`src/rtl/uart_pkg.sv`:
```
// Shared types and helpers for the flexible UART receiver.
package uart_pkg;

    typedef enum logic [2:0] {
        IDLE,
        START,
        DATA,
        PARITY,
        STOP,
        COMMIT,
        BREAK_WAIT
    } state_t;

    // Synchroniser flops reset to the idle (mark) level of the line.
    localparam logic SYNC_RST_VAL = 1'b1;

    // Width of a counter that must reach n-1; at least one bit.
    function automatic int unsigned cnt_width(input int unsigned n);
        return (n < 2) ? 1 : $clog2(n);
    endfunction

endpackage

```
`src/rtl/uart_rx_sync.sv`:
```
// Two-flop synchroniser for an asynchronous serial input.
// Synchronous active-low reset loads both flops with the line idle level.
module uart_rx_sync
    import uart_pkg::*;
(
    input  logic i_Clock,
    input  logic i_Rst_n,
    input  logic i_Async,
    output logic o_Sync
);

    logic meta;

    // Two-stage resynchronisation of the raw line into the clock domain.
    always_ff @(posedge i_Clock) begin
        if (!i_Rst_n) begin
            meta   <= SYNC_RST_VAL;
            o_Sync <= SYNC_RST_VAL;
        end else begin
            meta   <= i_Async;
            o_Sync <= meta;
        end
    end

endmodule

```
`src/rtl/uart_rx_flex.sv`:
```
// Parametrised UART receiver: 5-9 data bits, optional parity, 1 or 2 stop
// bits, break/overrun detection and a valid/ready holding register.
// Optional feature macro: UART_RX_FLEX_PARITY_EN (enables the parity bit and
// o_Parity_Err; when undefined the frame is start + data + stop).
module uart_rx_flex
    import uart_pkg::*;
#(
    parameter int unsigned CLKS_PER_BIT = 217,
    parameter int unsigned DATA_BITS    = 8,
    parameter int unsigned STOP_BITS    = 1,
    parameter int unsigned PARITY_ODD   = 0
) (
    input  logic                 i_Clock,
    input  logic                 i_Rst_n,
    input  logic                 i_RX_Serial,
    input  logic                 i_RX_Ready,
    output logic                 o_RX_Valid,
    output logic [DATA_BITS-1:0] o_RX_Data,
    output logic                 o_Frame_Err,
    output logic                 o_Parity_Err,
    output logic                 o_Break,
    output logic                 o_Overrun
);

    localparam int unsigned CNT_W = cnt_width(CLKS_PER_BIT);
    localparam int unsigned IDX_W = $clog2(DATA_BITS + 1);

    localparam logic [CNT_W-1:0] CNT_LAST  = CNT_W'(CLKS_PER_BIT - 1);
    localparam logic [CNT_W-1:0] CNT_HALF  = CNT_W'((CLKS_PER_BIT - 1) / 2);
    localparam logic [IDX_W-1:0] IDX_DLAST = IDX_W'(DATA_BITS - 1);
    localparam logic [IDX_W-1:0] IDX_SLAST = IDX_W'(STOP_BITS - 1);

    logic rx_s;

    state_t               state, state_n;
    logic [CNT_W-1:0]     cnt, cnt_n;
    logic [IDX_W-1:0]     idx, idx_n;
    logic [DATA_BITS-1:0] shift, shift_n;
    logic                 par_q, par_n;
    logic                 ferr_acc, ferr_acc_n;
    logic                 stop0, stop0_n;

    logic                 valid_q, valid_n;
    logic [DATA_BITS-1:0] data_q, data_n;
    logic                 ferr_q, ferr_n;
    logic                 perr_q, perr_n;
    logic                 brk_q, brk_n;
    logic                 ovr_q, ovr_n;

    logic bit_tick;
    logic is_break;
    logic frame_perr;

    uart_rx_sync u_sync (
        .i_Clock (i_Clock),
        .i_Rst_n (i_Rst_n),
        .i_Async (i_RX_Serial),
        .o_Sync  (rx_s)
    );

    assign bit_tick = (cnt == CNT_LAST);
    assign is_break = (shift == '0) && !par_q && !stop0;

`ifdef UART_RX_FLEX_PARITY_EN
    assign frame_perr = ((^shift) ^ par_q) != PARITY_ODD[0];
`else
    logic unused_par_odd;
    assign frame_perr     = 1'b0;
    assign unused_par_odd = ^PARITY_ODD;
`endif

    // Next-state, datapath and holding-register update for the receive FSM.
    always_comb begin
        state_n    = state;
        cnt_n      = cnt;
        idx_n      = idx;
        shift_n    = shift;
        par_n      = par_q;
        ferr_acc_n = ferr_acc;
        stop0_n    = stop0;
        valid_n    = valid_q;
        data_n     = data_q;
        ferr_n     = ferr_q;
        perr_n     = perr_q;
        brk_n      = brk_q;
        ovr_n      = 1'b0;

        if (valid_q && i_RX_Ready) begin
            valid_n = 1'b0;
        end

        case (state)
            IDLE: begin
                if (!rx_s) begin
                    state_n = START;
                    cnt_n   = '0;
                end
            end
            START: begin
                if (cnt == CNT_HALF) begin
                    cnt_n      = '0;
                    idx_n      = '0;
                    ferr_acc_n = 1'b0;
                    state_n    = rx_s ? IDLE : DATA;
                end else begin
                    cnt_n = cnt + CNT_W'(1);
                end
            end
            DATA: begin
                if (bit_tick) begin
                    cnt_n   = '0;
                    // Shift in from the MSB: after DATA_BITS samples the
                    // first bit on the line sits in bit 0.
                    shift_n = {rx_s, shift[DATA_BITS-1:1]};
                    if (idx == IDX_DLAST) begin
                        idx_n   = '0;
`ifdef UART_RX_FLEX_PARITY_EN
                        state_n = PARITY;
`else
                        state_n = STOP;
`endif
                    end else begin
                        idx_n = idx + IDX_W'(1);
                    end
                end else begin
                    cnt_n = cnt + CNT_W'(1);
                end
            end
`ifdef UART_RX_FLEX_PARITY_EN
            PARITY: begin
                if (bit_tick) begin
                    cnt_n   = '0;
                    par_n   = rx_s;
                    state_n = STOP;
                end else begin
                    cnt_n = cnt + CNT_W'(1);
                end
            end
`endif
            STOP: begin
                if (bit_tick) begin
                    cnt_n = '0;
                    if (!rx_s) begin
                        ferr_acc_n = 1'b1;
                    end
                    if (idx == '0) begin
                        stop0_n = rx_s;
                    end
                    if (idx == IDX_SLAST) begin
                        state_n = COMMIT;
                    end else begin
                        idx_n = idx + IDX_W'(1);
                    end
                end else begin
                    cnt_n = cnt + CNT_W'(1);
                end
            end
            COMMIT: begin
                if (!valid_q || i_RX_Ready) begin
                    valid_n = 1'b1;
                    data_n  = shift;
                    ferr_n  = ferr_acc;
                    perr_n  = frame_perr;
                    brk_n   = is_break;
                end else begin
                    ovr_n = 1'b1;
                end
                state_n = is_break ? BREAK_WAIT : IDLE;
            end
            BREAK_WAIT: begin
                if (rx_s) begin
                    state_n = IDLE;
                end
            end
            default: begin
                state_n = IDLE;
            end
        endcase
    end

    // State and output registers with synchronous active-low reset.
    always_ff @(posedge i_Clock) begin
        if (!i_Rst_n) begin
            state    <= IDLE;
            cnt      <= '0;
            idx      <= '0;
            shift    <= '0;
            par_q    <= 1'b0;
            ferr_acc <= 1'b0;
            stop0    <= 1'b1;
            valid_q  <= 1'b0;
            data_q   <= '0;
            ferr_q   <= 1'b0;
            perr_q   <= 1'b0;
            brk_q    <= 1'b0;
            ovr_q    <= 1'b0;
        end else begin
            state    <= state_n;
            cnt      <= cnt_n;
            idx      <= idx_n;
            shift    <= shift_n;
            par_q    <= par_n;
            ferr_acc <= ferr_acc_n;
            stop0    <= stop0_n;
            valid_q  <= valid_n;
            data_q   <= data_n;
            ferr_q   <= ferr_n;
            perr_q   <= perr_n;
            brk_q    <= brk_n;
            ovr_q    <= ovr_n;
        end
    end

    assign o_RX_Valid   = valid_q;
    assign o_RX_Data    = data_q;
    assign o_Frame_Err  = ferr_q;
    assign o_Parity_Err = perr_q;
    assign o_Break      = brk_q;
    assign o_Overrun    = ovr_q;

endmodule

```
`config.mk`:
```
export PLATFORM = sky130hd
export DESIGN_NAME = uart_rx_flex
export DESIGN_NICKNAME = d
export VERILOG_FILES = /design/src/rtl/uart_pkg.sv /design/src/rtl/uart_rx_sync.sv /design/src/rtl/uart_rx_flex.sv
export SDC_FILE = /design/constraint.sdc
export NUM_CORES = 1
export LEC_CHECK = 0
export ABC_AREA = 0
export BUFFER_PORTS_ARGS = -buffer_cell sky130_fd_sc_hd__buf_2
export CAP_MARGIN = 20
export CORE_AREA = 2 2 70 72
export DETAILED_ROUTE_END_ITERATION = 7
export DIE_AREA = 0 0 72 74
export PLACE_DENSITY = 0.68
export SLEW_MARGIN = 30
export SYNTH_ARGS = -nofsm -noshare
export SYNTH_HDL_FRONTEND = slang
export SYNTH_SLANG_ARGS = --single-unit
```
`constraint.sdc`:
```
create_clock -name i_Clock -period 3.8 [get_ports i_Clock]
set_clock_uncertainty 0.05 [all_clocks]
set_input_delay 0.19 -clock i_Clock [delete_from_list [all_inputs] [get_ports i_Clock]]
set_output_delay 0.19 -clock i_Clock [all_outputs]
set_load 0.01 [all_outputs]
```
# Word level (Yosys, flattened, before mapping)
# Index checks and enable logic that the tools add are counted.
# word_totals
reg_bits	39
latch_bits	0
ram_bits	0
rom_bits	0
input_bits	4
out_inout_bits	13
elab_cells	80
n_memories	0
# classes
add_sub_neg	2
mul	0
n_div	0
n_lt_le_gt_ge	0
eq_ne	17
shifts	0
n_mux	28
bitwise	0
n_reduce_logical	20
# op_table
operator	n
3-bit 2-to-1 mux	8
8-bit 2-to-1 mux	3
8-bit case mux with 3 select lines	1
4-bit 2-to-1 mux	5
3-bit case mux with 6 select lines	1
2-bit inequality test, second input constant	8
4-bit case mux with 3 select lines	1
3-bit equality test, second input constant	3
8-bit by 1-bit adder with 8-bit output, second input constant	1
8-bit by 7-bit equality test with 1-bit output, second input constant	1
8-bit equality test, second input constant	1
8-bit zero test	1
2-bit AND reduction	4
1-bit 2-to-1 mux	7
7-bit AND reduction	1
3-bit nonzero test	2
5-bit AND reduction	1
4-bit by 1-bit adder with 4-bit output, second input constant	1
4-bit by 3-bit equality test with 1-bit output, second input constant	1
4-bit zero test	1
4-bit AND reduction	1
3-bit by 1-bit equality test with 1-bit output, second input constant	1
3-bit by 2-bit equality test with 1-bit output, second input constant	1
3-bit zero test	1
9 further kinds	11

# Logic depth before layout (Yosys ltp)
# Gate-level depths: netlist (run 1).
# depth
depth_word	4
ltp_mapped	8
mapped_depth_nobuf	7

# By module
# Synthesis (run 1) repeated with hierarchy kept, for this count alone.
# hier_totals
cells_unflattened	211
area_unflattened_um2	2040.7
# modules_own_cells
mod	instances	cells_each	area_per_inst_um2	seq_area_each_um2
uart_rx_flex	1	207	1988.2	740.7
uart_rx_sync	1	4	52.6	40.0

# Worst setup path after synthesis (run 1)
# OpenSTA, ideal clock, no wires.
# synth_timing
path_type	reg2reg
start	register idx[0]
end	register idx[2]
setup_time_ns	0.117
arrival_time_ns	1.711
required_ns	3.633
setup_slack_ns	1.923
stages_incl_launch_ff	8
n_path_buf	0
period_less_slack_ns	1.877
cell_sequence	dfxtp_1 -> inv_1 -> ha_1 -> or3b_2 -> a21oi_1 -> a221oi_4 -> and4bb_1 -> a22o_1
# synth_via
elab_chain_cells	4
word_cells_on_any_way	10
cone_classes	1 x add/sub; 2 x eq/ne; 5 x mux; 2 x reduce/logical
# synth_lines
element	line	rtl
start, declared	uart_rx_flex.sv:37	logic [IDX_W-1:0] idx, idx_n;
start signal, assigned	uart_rx_flex.sv:200	idx <= idx_n;
4-bit by 1-bit adder with 4-bit output / 4-bit by 3-bit equality test with 1-bit output (equally long branches)	uart_rx_flex.sv:123, uart_rx_flex.sv:152, uart_rx_flex.sv:115	
4-bit 2-to-1 mux, on equally long branches	uart_rx_flex.sv:149, uart_rx_flex.sv:115	
4-bit 2-to-1 mux, on equally long branches	uart_rx_flex.sv:141, uart_rx_flex.sv:110	
4-bit case mux with 3 select lines	uart_rx_flex.sv:92	case (state)
# Parallel ways exist; a longest one is shown, timed or not. The select of a mux whose other input is x is not followed.
# A chain may end at the register's enable or synchronous reset.

# Worst setup path after layout (run 1)
# layout_timing
start	register state[1]
end	register idx[3]
# layout_via
elab_chain_cells	3
word_cells_on_any_way	10
cone_classes	7 x eq/ne; 1 x mux; 2 x reduce/logical
# layout_lines
element	line	rtl
start, declared	uart_rx_flex.sv:35	state_t state, state_n;
start signal, assigned	uart_rx_flex.sv:198	state <= state_n;
3-bit equality test, or another cell as far along	uart_rx_flex.sv:92	
2-bit inequality test (no source line) / 3-bit nonzero test (equally long branches)	n/a	
5-bit AND reduction (no source line)	n/a	
# Parallel ways exist; a longest one is shown, timed or not.

==> flow_summary.toml, run 1 <==
[timing]
slew_headroom = 0.527
hold_ws_ns = 0.0235
fmaxAchievable_ghz = 0.382
rsz0062_at_grt = "no"
worst_slew_pin_slew_ns = 0.709
tns_ns = 0
maxSlewViolCount = 0
period_needed_ns = 2.61
finalSetupViolCount = 0
finalHoldViolCount = 0
finalCritPeriodShare = 0.688

[grt]
grt_first_pass_wirelength_mm = 5.90
top_usage_layer = "met2"
grt_max_degree = 42
overflow = 0
grt_use_met1 = 0.194
antenna_found_initial = 0
grt_pass1_vias = 1260
use_met3 = 0.0407
track_usage = 0.141
met2_usage = 0.205

[yosys]
syn-cell-area_um2 = 1980
synth_area_leaders = "dfxtp_1 39%, mux2i_1 11%, nor2b_1 7.9%, ha_1 2.5%, o221a_1 2.3%"
synth.top_cells.by_count = "39 x dfxtp_1, 25 x nor2b_1, 21 x mux2i_1, 11 x nand2_1, 9 x nor2_1"
synth_seq_cells = 39
synth_edf_count = 0
syn-num-nets = 216
ys_types = 51
netlist.area_leader.share = 0.394
netlist_instances = 208
seq_area_frac_synth = 0.394
synth_top_cell_by_area = "dfxtp_1"
synth_most_common_cell = "dfxtp_1"
synth_warnings = 0
synth_area_per_cell_um2 = 9.53
synthFlopType = "dfxtp_1"
synthArstFlopShare = 0

[clock_network]
cts_inserted_buffers = 5
clk_path_buf_depth = 2
clk_pin_slew_ns = 0.08
clock_latency_ns = 0.29
ctsHtreeMaxLevel = 2
clock_sinks = 39
cts_root_buffer = "clkbuf_8"
cts_resized = 0
cts_tree = "done"
hold_buffers = 0
post_cts_buffers = 0

[placement]
portBuffers = 15
gpl.final_weighted_congestion = 0.809
hpwl_mm = 2.32

[cells_and_area]
area_delta_synth_final_pct = 8.02
fillers = 438
drive_gt1_frac = 0.132
seq_area_um2 = 781
multi_input_area_um2 = 1110
n_antenna_cell = 0
nets = 226

[setup_path]
path_max_fanout = 16
arrival_ns = 2.80
worstSetupPathType = "reg -> reg"
critPathLaunchType = "flop"
cp-end-kind = "flop"
crit_required_ns = 3.99

[job]
drv_cap = 0

[drt]
ant_nets = 0
first_pass_iters = 5
viasPerCell = 5.33
post_drt_wl_per_cell_um = 12.8
vias = 1455
wl_mm = 3.50
route.detailed.drc = 0
drt_iter0_drc = 129

[pwr]
powerDensity_nw_per_um2 = 375
ir_drop_uv = 161
power.total_uw = 803
p_leak_uw = 0.000837

[floorplanning]
io_pins = 17
start_util = 0.431
die_x_um = 72
dieArea_um2 = 5330
core_area_um2 = 4600
die_y_um = 74
row_count = 25

[run_status]
status = "complete, no violations"

[hold_path]
min_path_type = "in -> reg"
## layout by cell type (no fill, tap or decap), drive strengths merged, types with 3 or more instances in the layout
cell    count
a21boi      3
a21oi       6
and2        5
buf        15
clkbuf      6
dfxtp      39
ha          4
inv         6
mux2i      21
nand2      11
nand2b      6
nand3       4
nand3b      3
nand4       5
nand4b      3
nor2       10
nor2b      25
nor3        3
nor3b       3
o211ai      3
o21a        3
o21ai       5
o221a       4
## worst max-delay path: stages, from the launching register on
cell and delay [ns]:
dfxtp_1 0.62, nor3b_2 0.32, nand4_1 0.59, a221oi_4 0.60
nor4b_2 0.26, o21a_1 0.13
## state kept, by name, indices dropped and copies added (netlist names)
name / cells
o_RX_Valid: 1
cnt: 8
idx: 4
o_Overrun: 1
shift: 8
u_sync.meta: 1
ferr_acc: 1
state: 3
o_RX_Data: 8
o_Break: 1
u_sync.o_Sync: 1
stop0: 1
o_Frame_Err: 1
## where the power goes
part           internal, uW  switching (uW)  leakage [uW]
sequential              415            13.5      0.000315
clock                   128             148     0.0000412
combinational          39.7            58.2      0.000481
total                   583             220      0.000837
## per-stage QoR
step | worst slack [ns] | instance area (um^2) | cells | utilization
4_1_cts | 1.19 | 2140 | 273 | 0.466
5_1_grt | 0.946 | 2140 | 273 | 0.466
3_3_place_gp | 1.31 | 2060 | 265 | 0.447
3_5_place_dp | 1.23 | 2060 | 265 | 0.447
2_1_floorplan | 1.92 | 1980 | 208 | -
6_report | 1.19 | 2140 | 273 | 0.466
## layer usage
| layer | share of wire | wire, um |
|---|---|---|
| met5 | 0 | 0 |
| met1 | 0.52 | 1820 |
| met2 | 0.42 | 1460 |
| met4 | 0.017 | 60 |
| met3 | 0.043 | 149 |
## layout make-up
| class | instances | area share |
|---|---|---|
| Timing Repair Buffer | 15 | 0.0351 |
| Clock buffer | 6 | 0.0339 |
| Inverter | 6 | 0.0105 |
| Tap cell | 54 | 0.0316 |
| Multi-Input combinational cell | 151 | 0.518 |
| Sequential cell | 39 | 0.365 |
| Clock inverter | 2 | 0.00584 |
## worst paths after layout
kind,startpoint,to,slack [ns],depth (start not counted)
setup / recovery,state[1]$_SDFFE_PN0P_,idx[3]$_SDFFE_PN0P_,1.19,5
hold / removal,i_RX_Serial,u_sync.meta$_SDFF_PN1_,0.02,2
setup reg to reg,state[1]$_SDFFE_PN0P_,idx[3]$_SDFFE_PN0P_,1.19,5
hold reg to reg,u_sync.meta$_SDFF_PN1_,u_sync.o_Sync$_SDFF_PN1_,0.37,1
## cells by family after synthesis
family	after synthesis	synth area share
buffers and inverters	18	0.0461
xor gates and xnor gates	1	0.00442
adders and majority gates	4	0.0253
AOI/OAI and AO/OA	36	0.145
and+or+nand+nor	88	0.277
other	1	0.00189
muxes	21	0.106
DFF	39	0.394
Power figures use the tool's default switching activity.
==> run 2, diff against run 1 <==
==> constraint.sdc (replaced) <==
create_clock -name i_Clock -period 2.5 [get_ports i_Clock]
set_clock_uncertainty 0.05 [all_clocks]
set_input_delay 0.125 -clock i_Clock [delete_from_list [all_inputs] [get_ports i_Clock]]
set_output_delay 0.125 -clock i_Clock [all_outputs]
set_load 0.01 [all_outputs]
==> flow_summary.toml, run 2 (synthesis results as in run 1) <==
[cells_and_area]
final_cell_mix = "39 x dfxtp_1, 25 x nor2b_1, 21 x mux2i_1"
n_antenna_cell = 0
final_common_cell = "dfxtp_1"
nets = 231
drive_gt1_frac = 0.152
area_delta_synth_final_pct = 10.2

[setup_path]
worstSetupPathType = "reg -> reg"
ff2ff_setup_slack_ns = 0.39
path_max_fanout = 15
critPathLaunchType = "flop"
r2r-start = "cnt[0]$_SDFFE_PN0P_"
rr_worst_depth = 7
cpPeakStageDelay_ns = 0.47
cp-end-kind = "flop"
arrival_ns = 2.25
cp_slowest_cell = "o21a_1"
crit_chain = "inv_1, ha_1, nand4_1, o31ai_1, o21a_1, and2b_1, o221a_1"
crit_required_ns = 2.64
r2r_end = "cnt[6]$_SDFFE_PN0P_"

[placement]
portBuffers = 15
gpl.final_weighted_congestion = 0.829
hpwl_mm = 2.46

[clock_network]
ctsHtreeMaxLevel = 2
clk_pin_slew_ns = 0.08
clock_sinks = 39
post_cts_buffers = 0
clk_path_buf_depth = 2
clock_latency_ns = 0.29
cts_tree = "done"
cts_root_buffer = "clkbuf_8"
cts_inserted_buffers = 5

[grt]
overflow = 0
track_usage = 0.142
antenna_found_initial = 0
grt_first_pass_wirelength_mm = 6.00
grt_pass1_vias = 1337
grt_max_degree = 42

[timing]
rsz0062_at_grt = "no"
period_needed_ns = 2.11
tns_ns = 0
fmaxAchievable_ghz = 0.474
worst_slew_pin_slew_ns = 0.630
hold_ws_ns = 0.0997
finalCritPeriodShare = 0.845
maxSlewViolCount = 0
finalHoldViolCount = 0
slew_headroom = 0.580
finalSetupViolCount = 0

[drt]
route.detailed.drc = 0
post_drt_wl_per_cell_um = 12.9
first_pass_iters = 4
wl_mm = 3.59
ant_nets = 0
vias = 1470
viasPerCell = 5.29
drt_iter0_drc = 132

[hold_path]
holdPathEnd = "o_Overrun$_SDFF_PN0_"
holdPathStages = 4
hp-start = "i_RX_Ready"
min_path_type = "in -> reg"

[floorplanning]
row_count = 25
die_y_um = 74
dieArea_um2 = 5330
io_pins = 17
die_x_um = 72
core_area_um2 = 4600
start_util = 0.431

[pwr]
p_int_uw = 892
pwr-share-seq = 0.523
ir_drop_uv = 285
pwr-share-comb = 0.132
powerDensity_nw_per_um2 = 565
sw_frac_of_total = 0.277
p_switching_uw = 342
p_leak_uw = 0.000861
pwr-share-clk = 0.345

[run_status]
status = "complete, no violations"

[job]
drv_cap = 0
[run 2: worst max-delay path: cells and delay by family (launching register included)]
kind	cells	cell delay [ns]
AND/OR/NAND/NOR	2	0.37
adder cells (fa/ha/maj)	1	0.21
flip-flops	1	0.36
buffers and inverters	1	0.08
AO/OA/AOI/OAI	3	0.94
[run 2: repair_timing]
item                      CTS  global route
hold endpoints to repair    1             0
gates resized for setup     0             0
hold buffers                1             0
[run 2: worst max-delay path by stage]
stage               slack (ns)  depth (start not counted)             endpoint                start
floorplan                 0.62                          7  idx[2]$_SDFFE_PN0P_  idx[0]$_SDFFE_PN0P_
global placement          0.44                          7  cnt[6]$_SDFFE_PN0P_  cnt[0]$_SDFFE_PN0P_
detailed placement        0.39                          7  cnt[6]$_SDFFE_PN0P_  cnt[0]$_SDFFE_PN0P_
CTS                       0.37                          7  cnt[6]$_SDFFE_PN0P_  cnt[0]$_SDFFE_PN0P_
global route              0.20                          7  cnt[6]$_SDFFE_PN0P_  cnt[0]$_SDFFE_PN0P_
finish                    0.39                          7  cnt[6]$_SDFFE_PN0P_  cnt[0]$_SDFFE_PN0P_
[run 2: area by class of cell]
class | instances | area (um^2)
multi-input cells | 151 | 1110
clock buffers | 5 | 68.8
clock inverters | 3 | 20.0
well taps | 54 | 67.6
flip-flops and latches | 39 | 781
inverters | 6 | 22.5
repair buffers | 20 | 115
fillers | 435 | 2410
[run 2: routing by layer]
metal	wire length, um	vias to the layer above	global-route usage
met5	0	-	0
met4	54	0	0.0503
met3	115	5	0.0420
met2	1650	19	0.233
met1	1770	678	0.181
li1	-	768	-
[run 2: per-stage QoR]
| stage | power [uW] | utilization | area (um^2) | setup WS [ns] | instances |
|---|---|---|---|---|---|
| floorplan | 791 | - | 1980 | 0.623 | 208 |
| global placement | 818 | 0.454 | 2090 | 0.442 | 269 |
| detailed placement | 821 | 0.454 | 2090 | 0.387 | 269 |
| CTS | 1250 | 0.475 | 2180 | 0.373 | 278 |
| global route | 1290 | 0.475 | 2180 | 0.196 | 278 |
| finish | 1230 | 0.475 | 2180 | 0.388 | 278 |
[run 2: power groups by stage]
stage	Combinational, uW	Sequential, uW	Clock, uW
floorplan	136	655	0
global placement	158	660	0
detailed placement	162	660	0
CTS	164	645	441
global route	179	647	462
finish	162	645	426
==> run 3, diff against run 2 <==
--- a/config.mk
+++ b/config.mk
@@ -11,7 +11,7 @@
 export CORE_AREA = 2 2 70 72
 export DETAILED_ROUTE_END_ITERATION = 7
 export DIE_AREA = 0 0 72 74
-export PLACE_DENSITY = 0.68
+export PLACE_DENSITY = 0.71
 export SLEW_MARGIN = 30
 export SYNTH_ARGS = -nofsm -noshare
 export SYNTH_HDL_FRONTEND = slang
==> constraint.sdc (replaced) <==
create_clock -name i_Clock -period 1.9 [get_ports i_Clock]
set_clock_uncertainty 0.05 [all_clocks]
set_input_delay 0.095 -clock i_Clock [delete_from_list [all_inputs] [get_ports i_Clock]]
set_output_delay 0.095 -clock i_Clock [all_outputs]
set_load 0.01 [all_outputs]
==> flow_summary.toml, run 3 (synthesis results as in run 1) <==
[cells_and_area]
area_delta_synth_final_pct = 23.2
n_antenna_cell = 0
fillers = 406
final_cell_mix = "35 x dfxtp_1, 28 x buf_4, 25 x nor2b_1"
drive_gt1_frac = 0.294
final_common_cell = "dfxtp_1"
final_cells = 302
nets = 256

[grt]
antenna_found_initial = 0
track_usage = 0.151
grt_first_pass_wirelength_mm = 6.36
grt_use_met1 = 0.206
use_met3 = 0.0379
met2_usage = 0.229
grt_pass1_vias = 1403
overflow = 0
top_usage_layer = "met2"
grt_max_degree = 28

[job]
drv_cap = 0

[setup_path]
arrival_ns = 2.04
worstSetupPathType = "reg -> reg"
crit_required_ns = 2.09
crit_chain = "inv_2, ha_4, nand4_1, o31a_1, a221oi_4, nor4b_2, o21a_1"
cp_slowest_cell = "o31a_1"
path_max_fanout = 7
cpPeakStageDelay_ns = 0.36
critPathLaunchType = "flop"
crit_path_start = "cnt[1]$_SDFFE_PN0P_"
cp-end-kind = "flop"
r2r-start = "cnt[1]$_SDFFE_PN0P_"

[timing]
period_needed_ns = 1.85
tns_ns = 0
finalHoldViolCount = 0
finalCritPeriodShare = 0.976
maxSlewViolCount = 0
rsz0062_at_grt = "yes"
finalSetupViolCount = 0
fmaxAchievable_ghz = 0.539

[drt]
wl_mm = 3.85
first_pass_iters = 4
post_drt_wl_per_cell_um = 12.8
ant_nets = 0
drt_iter0_drc = 82
route.detailed.drc = 0
viasPerCell = 5.25
vias = 1587

[pwr]
pwr-share-comb = 0.184
p_switching_uw = 459
pwr-share-clk = 0.325
ir_drop_uv = 470
powerDensity_nw_per_um2 = 711
pwr-share-seq = 0.490
sw_frac_of_total = 0.264
p_leak_uw = 0.00100
p_int_uw = 1280

[run_status]
status = "complete, no violations"

[floorplanning]
core_area_um2 = 4600
die_y_um = 74
io_pins = 17
die_x_um = 72
start_util = 0.431
dieArea_um2 = 5330
row_count = 25

[clock_network]
ctsHtreeMaxLevel = 2
clk_pin_slew_ns = 0.07
cts_inserted_buffers = 5
cts_tree = "done"
clock_latency_ns = 0.29
cts_root_buffer = "clkbuf_8"
clock_sinks = 39
clk_path_buf_depth = 2

[placement]
hpwl_mm = 2.62
gpl.final_weighted_congestion = 0.812
dp_cells = 291
portBuffers = 15

[hold_path]
min_path_type = "in -> reg"
hp-start = "i_RX_Ready"
## run 3: area by class of cell
class	instances	area, um^2	share of cell area
well taps	54	67.6	0.0277
flip-flops and latches	39	786	0.322
clock inverters	1	5.00	0.00205
inverters	6	22.5	0.00922
repair buffers	45	307	0.126
clock buffers	6	82.6	0.0338
multi-input cells	151	1170	0.480
## run 3: per-layer routing
layer  part of all wire  up-vias  wire (um)
met3              0.042       13        163
met2               0.43       36       1660
met1               0.50      717       1920
li1                   -      821          -
met5                  0        -          0
met4              0.030        0        114
## run 3: timing repair
action                     in CTS  in global routing
pin swaps                       0                 11
setup buffers                   0                  3
cloned                          0                  0
hold endpoints to repair        1                  0
hold buffers                    1                  0
gates resized for setup         1                 19
setup endpoints to repair       1                 15
## run 3: power groups by stage
stage | clock, uW | sequential [uW] | combinational, uW
2_1_floorplan | 0 | 862 | 179
3_3_place_gp | 0 | 864 | 266
3_5_place_dp | 0 | 865 | 272
4_1_cts | 575 | 846 | 277
5_1_grt | 616 | 853 | 349
6_report | 565 | 851 | 320
## run 3: critical path, delay by kind of cell, from the launching register on
family	cells	cell delay [ns]
AOI/OAI and AO/OA	3	0.86
adders and majority gates	1	0.13
buffers and inverters	1	0.07
DFF	1	0.33
and+or+nand+nor	2	0.36
## run 3: final timing paths
kind / depth (start not counted) / slack (ns) / to
max: 7 / 0.05 / idx[3]$_SDFFE_PN0P_
max reg2reg: 7 / 0.05 / idx[3]$_SDFFE_PN0P_
min reg2reg: 1 / 0.36 / u_sync.o_Sync$_SDFF_PN1_
min: 4 / 0.06 / o_Overrun$_SDFF_PN0_
## run 3: stage by stage
stage               total power, uW  utilization  setup WS, ns  cell area [um^2]  hold slack (ns)
global placement               1130        0.490        0.0312              2250            0.227
CTS                            1700        0.512       0.00261              2350           0.0489
detailed placement             1140        0.490       -0.0679              2250            0.228
global route                   1820        0.531       -0.0383              2440           0.0668
finish                         1740        0.531        0.0451              2440           0.0551
floorplan                      1040            -        0.0226              1980            0.146
